File: src/rtl/alu_seq_pkg.sv
// Shared opcode encodings, illegal-opcode check and FSM state type for
// the ALU operation sequencer.
package alu_seq_pkg;

    localparam int unsigned OP_W = 4;

    localparam logic [OP_W-1:0] OP_ZERO  = 4'b0000;
    localparam logic [OP_W-1:0] OP_CMP   = 4'b0011;
    localparam logic [OP_W-1:0] OP_SUB   = 4'b1011;
    localparam logic [OP_W-1:0] OP_ADD   = 4'b1100;
    localparam logic [OP_W-1:0] OP_ILL_0 = 4'b1101;
    localparam logic [OP_W-1:0] OP_ILL_1 = 4'b1110;
    localparam logic [OP_W-1:0] OP_ONES  = 4'b1111;

    typedef enum logic [1:0] {
        IDLE   = 2'd0,
        SETTLE = 2'd1,
        RESP   = 2'd2
    } seq_state_e;

    // The two encodings the ALU leaves undefined.
    function automatic logic is_illegal_op(input logic [OP_W-1:0] sel);
        return (sel == OP_ILL_0) || (sel == OP_ILL_1);
    endfunction

endpackage

File: src/rtl/alu_op_sequencer.sv
// Issues one request at a time to an external combinational ALU, holds the
// registered operands for SETTLE_CYCLES clocks, captures X and returns it
// over a valid/ready response handshake.
// Optional feature: define ALU_SEQ_CHAIN_EN to let a request use the last
// good result as operand A (req_chain=1).
module alu_op_sequencer
    import alu_seq_pkg::*;
#(
    parameter int unsigned DATA_W        = 6,
    parameter int unsigned SEL_W         = 4,
    parameter int unsigned SETTLE_CYCLES = 1
) (
    input  logic              clk,
    input  logic              rst,
    input  logic              req_valid,
    output logic              req_ready,
    input  logic [SEL_W-1:0]  req_sel,
    input  logic [DATA_W-1:0] req_a,
    input  logic [DATA_W-1:0] req_b,
    input  logic              req_chain,
    output logic [SEL_W-1:0]  alu_sel,
    output logic [DATA_W-1:0] alu_a,
    output logic [DATA_W-1:0] alu_b,
    input  logic [DATA_W-1:0] alu_x,
    output logic              resp_valid,
    input  logic              resp_ready,
    output logic [DATA_W-1:0] resp_x,
    output logic              resp_err,
    output logic              busy
);

    localparam int unsigned CNT_W = (SETTLE_CYCLES > 1) ? $clog2(SETTLE_CYCLES) : 1;
    localparam logic [CNT_W-1:0] CNT_INIT = CNT_W'(SETTLE_CYCLES - 1);

    seq_state_e        state_q, state_d;
    logic [CNT_W-1:0]  cnt_q, cnt_d;
    logic [SEL_W-1:0]  alu_sel_q, alu_sel_d;
    logic [DATA_W-1:0] alu_a_q, alu_a_d;
    logic [DATA_W-1:0] alu_b_q, alu_b_d;
    logic              err_q, err_d;
    logic              resp_valid_q, resp_valid_d;
    logic [DATA_W-1:0] resp_x_q, resp_x_d;
    logic              resp_err_q, resp_err_d;
    logic [DATA_W-1:0] operand_a;
    logic              req_illegal;

`ifdef ALU_SEQ_CHAIN_EN
    logic [DATA_W-1:0] last_result_q, last_result_d;

    // Operand A source: previous good result when chaining.
    always_comb begin
        operand_a = req_chain ? last_result_q : req_a;
    end
`else
    logic unused_chain;
    assign unused_chain = req_chain;

    // Operand A source: always the request operand.
    always_comb begin
        operand_a = req_a;
    end
`endif

    assign req_illegal = is_illegal_op(OP_W'(req_sel));
    assign req_ready   = (state_q == IDLE) && !rst;
    assign busy        = (state_q != IDLE);
    assign alu_sel     = alu_sel_q;
    assign alu_a       = alu_a_q;
    assign alu_b       = alu_b_q;
    assign resp_valid  = resp_valid_q;
    assign resp_x      = resp_x_q;
    assign resp_err    = resp_err_q;

    // Next-state logic: accept, settle countdown, capture, response hold.
    always_comb begin
        state_d      = state_q;
        cnt_d        = cnt_q;
        alu_sel_d    = alu_sel_q;
        alu_a_d      = alu_a_q;
        alu_b_d      = alu_b_q;
        err_d        = err_q;
        resp_valid_d = resp_valid_q;
        resp_x_d     = resp_x_q;
        resp_err_d   = resp_err_q;
`ifdef ALU_SEQ_CHAIN_EN
        last_result_d = last_result_q;
`endif
        case (state_q)
            IDLE: begin
                if (req_valid && req_ready) begin
                    if (req_illegal) begin
                        alu_sel_d = SEL_W'(OP_ZERO);
                        alu_a_d   = '0;
                        alu_b_d   = '0;
                        err_d     = 1'b1;
                    end else begin
                        alu_sel_d = req_sel;
                        alu_a_d   = operand_a;
                        alu_b_d   = req_b;
                        err_d     = 1'b0;
                    end
                    cnt_d   = CNT_INIT;
                    state_d = SETTLE;
                end
            end
            SETTLE: begin
                if (cnt_q == '0) begin
                    resp_x_d     = err_q ? '0 : alu_x;
                    resp_err_d   = err_q;
                    resp_valid_d = 1'b1;
                    state_d      = RESP;
                end else begin
                    cnt_d = cnt_q - 1'b1;
                end
            end
            RESP: begin
                if (resp_valid_q && resp_ready) begin
                    resp_valid_d = 1'b0;
                    state_d      = IDLE;
`ifdef ALU_SEQ_CHAIN_EN
                    if (!resp_err_q) begin
                        last_result_d = resp_x_q;
                    end
`endif
                end
            end
            default: state_d = IDLE;
        endcase
    end

    // State registers with synchronous reset.
    always_ff @(posedge clk) begin
        if (rst) begin
            state_q      <= IDLE;
            cnt_q        <= '0;
            alu_sel_q    <= '0;
            alu_a_q      <= '0;
            alu_b_q      <= '0;
            err_q        <= 1'b0;
            resp_valid_q <= 1'b0;
            resp_x_q     <= '0;
            resp_err_q   <= 1'b0;
`ifdef ALU_SEQ_CHAIN_EN
            last_result_q <= '0;
`endif
        end else begin
            state_q      <= state_d;
            cnt_q        <= cnt_d;
            alu_sel_q    <= alu_sel_d;
            alu_a_q      <= alu_a_d;
            alu_b_q      <= alu_b_d;
            err_q        <= err_d;
            resp_valid_q <= resp_valid_d;
            resp_x_q     <= resp_x_d;
            resp_err_q   <= resp_err_d;
`ifdef ALU_SEQ_CHAIN_EN
            last_result_q <= last_result_d;
`endif
        end
    end

endmodule
File: config.mk
export PLATFORM = sky130hd
export DESIGN_NAME = alu_op_sequencer
export DESIGN_NICKNAME = d
export VERILOG_FILES = /design/src/rtl/alu_seq_pkg.sv /design/src/rtl/alu_op_sequencer.sv
export SDC_FILE = /design/constraint.sdc
export NUM_CORES = 1
export LEC_CHECK = 0
export CAP_MARGIN = 20
export CORE_MARGIN = 3
export CORE_UTILIZATION = 40
export CTS_CLUSTER_SIZE = 8
export DETAILED_ROUTE_END_ITERATION = 6
export GPL_ROUTABILITY_DRIVEN = 0
export PLACE_DENSITY = 0.83
export SETUP_SLACK_MARGIN = 0.3
export SLEW_MARGIN = 20
export SYNTH_ARGS = -nofsm -noshare
export SYNTH_HDL_FRONTEND = slang
export SYNTH_SLANG_ARGS = --single-unit
export TNS_END_PERCENT = 30
File: constraint.sdc
create_clock -name clk -period 3.39 [get_ports clk]
set_clock_uncertainty 0.15 [all_clocks]
set_input_delay 0.339 -clock clk [delete_from_list [all_inputs] [get_ports clk]]
set_output_delay 0.339 -clock clk [all_outputs]
set_load 0.05 [all_outputs]
==> impl_metrics.ini <==
[sta]
rsz0062_at_grt = false
fin_crit_ns = 2.42
final_critical_path_setup_slack_ns = 0.968
final_hold_viol_count = 0
finalSetupTns_ns = 0
period_share = 0.714
setup_viol = 0
clock.fmax_mhz = 413
max_slew_margin = 0.654
maxSlewViolCount = 0
worst_pin_slew_ns = 0.517

[routing]
num_vias = 832
route.detailed.vias_per_inst = 5.01
ant_nets = 0
first_iter_violations = 5
drtPass1Iterations = 4
remaining_drc_errors = 0
finalWirelength_um = 2270
drt-wirelength-per-cell_um = 13.7

[cells_and_area]
finish.instance_area_um2 = 1510
num-nets-final = 166
final_cell_mix = sky130_fd_sc_hd__clkdlybuf4s50_1 (51), sky130_fd_sc_hd__dfxtp_1 (27), sky130_fd_sc_hd__a22o_2 (10), sky130_fd_sc_hd__a21oi_1 (9), sky130_fd_sc_hd__nand2_1 (9)
final_util = 0.675
final_layout_size_suffix_gt1_frac = 0.116
n_antenna_cell = 0
mostFrequentLayoutCell = sky130_fd_sc_hd__clkdlybuf4s50_1
final_cell_count_no_fill = 166
area_delta_synth_final_pct = 57.8

[global_route]
groute.usage.overall = 0.159
global_route_wire_length_before_repair_um = 3410
via_count_of_the_first_global_routing_pass = 792
pin_count_of_the_biggest_net_entering_global_routing = 18
global_route.overflow_total = 0
antenna_found_initial = 0

[critical_path]
critPathSlowestCell = sky130_fd_sc_hd__clkdlybuf4s50_1
timing.critical_path.arrival_ns = 1.93
critPathCaptureType = output port
worst_path_largest_cell_delay_ns = 0.81
crit_fanout = 12
path_cells = clkdlybuf4s50_1 > nor2_1 > clkdlybuf4s50_1
crit_path_start_kind = input port
timing.reg2reg.worst_path_depth = 3
timing.critical_path.required_ns = 2.90
setup.worst_path.class = input port to output port
crit_top_cell = sky130_fd_sc_hd__clkdlybuf4s50_1

[place]
place.detailed.instances = 162
dp_hpwl_um = 1690
detailed_place.area_um2 = 1480
port_buffers = 51
post-place-ws_ns = 0.961

[clocking]
path_clk_slew_ns = 0.14
clk_latency_ns = 0.31
cts.sinks = 27
h-tree-depth = 1
resized_gates_after_cts = 0
tritoncts.num_buffers = 3
post-cts-setup-buffers = 0
cts-hold-fix-buffers = 0
clock_tree.buffer_depth = 2
root_buffer = sky130_fd_sc_hd__clkbuf_4
tritoncts = yes

[die]
dieWidth_um = 54.9
dieArea_um2 = 3010
floorplan.initialDensity = 0.427
coreArea_um2 = 2230
floorplan_row_count = 17
die_h_um = 54.9
design.portCount = 53

[yosys]
seq_area_frac_synth = 0.566
post_synth_instance_area_um2 = 955
syn_avg_cell_area_um2 = 11.0
synthDistinctLibCells = 19
synthCells = 87
ys_ff_latch = 27
ys_warn_count = 0
synth_nets = 114

[status]
outcome = complete, no violations

[power]
power-per-cell-area_nw_per_um2 = 447
power_leakage_nw = 0.563
ir_drop_uv = 297

[min_path]
hp-class = flop to flop
hold-path-cell-count = 2

[run]
max_cap_violations = 0
==> per-stage QoR <==
stage / total power, mW / hold WS (ns)
after floorplan: 0.469 / 0.315
after global placement: 0.544 / 0.288
after detailed placement: 0.548 / 0.295
after CTS: 0.679 / 0.313
after global routing: 0.703 / 0.338
final: 0.673 / 0.310
==> cell usage after synthesis <==
master                       n  area (um2)
sky130_fd_sc_hd__dfxtp_1    27         541
sky130_fd_sc_hd__a22o_2     10         100
sky130_fd_sc_hd__a21oi_1     9        45.0
sky130_fd_sc_hd__nand2_1     9        33.8
sky130_fd_sc_hd__nand3b_1    8        60.1
sky130_fd_sc_hd__a22o_1      6        52.6
sky130_fd_sc_hd__clkbuf_1    3        11.3
sky130_fd_sc_hd__nor2_1      3        11.3
sky130_fd_sc_hd__inv_1       2        7.51
sky130_fd_sc_hd__a31oi_4     1        21.3
sky130_fd_sc_hd__and2b_1     1        7.51
sky130_fd_sc_hd__buf_2       1        5.00
sky130_fd_sc_hd__buf_6       1        11.3
sky130_fd_sc_hd__nand2b_1    1        6.26
sky130_fd_sc_hd__nand3_1     1        5.00
sky130_fd_sc_hd__o21ai_0     1        5.00
sky130_fd_sc_hd__o2bb2ai_1   1        8.76
sky130_fd_sc_hd__or4b_4      1        13.8
sky130_fd_sc_hd__xor2_1      1        8.76
==> flip-flops by register name, summed over array words and instances (netlist names) <==
| name | flops |
|---|---|
| resp_x | 6 |
| resp_err | 1 |
| alu_b | 6 |
| err_q | 1 |
| alu_a | 6 |
| alu_sel | 4 |
| state_q | 2 |
| resp_valid | 1 |
==> critical path: cells and delay by family <==
| kind | cells | cell delay, ns |
|---|---|---|
| buffers and inverters | 2 | 1.41 |
| AND/OR/NAND/NOR | 1 | 0.17 |
==> layout make-up <==
class | instances | area, um2
Clock buffer | 4 | 26.3
Fill cell | 186 | 727
Inverter | 2 | 7.51
Multi-Input combinational cell | 53 | 379
Sequential cell | 27 | 541
Tap cell | 28 | 35.0
Timing Repair Buffer | 52 | 518
==> report_power, final <==
| part | total, mW | leakage [nW] | internal, mW | switching (mW) |
|---|---|---|---|---|
| clock | 0.132 | 0.0150 | 0.0459 | 0.0861 |
| sequential | 0.350 | 0.221 | 0.338 | 0.0128 |
| combinational | 0.190 | 0.327 | 0.0796 | 0.111 |
| total | 0.673 | 0.563 | 0.463 | 0.210 |
==> per-layer routing <==
metal | part of all wire | track usage
met5 | 0 | 0
met4 | 0.0053 | 0.0747
met3 | 0.11 | 0.0572
met2 | 0.46 | 0.262
met1 | 0.42 | 0.181
==> path summary, 6_finish.rpt <==
path,slack (ns),startpoint,endpoint
max,0.97,rst,req_ready
min,0.31,resp_x[2]$_SDFFE_PP0P_,resp_x[2]$_SDFFE_PP0P_
max reg2reg,1.59,state_q[1]$_SDFFE_PP0P_,alu_sel[1]$_SDFFE_PP0P_
min reg2reg,0.31,resp_x[2]$_SDFFE_PP0P_,resp_x[2]$_SDFFE_PP0P_
==> cell families (layout without fill, tap and decap cells) <==
| kind of cell | count (synthesis) | count (layout) | share of synthesized area |
|---|---|---|---|
| XOR/XNOR | 1 | 1 | 0.00918 |
| flip-flops | 27 | 27 | 0.566 |
| AND/OR/NAND/NOR | 24 | 24 | 0.144 |
| AO/OA/AOI/OAI | 28 | 28 | 0.244 |
| buffers and inverters | 7 | 58 | 0.0367 |
No activity file was read; power rests on OpenSTA's default activity.
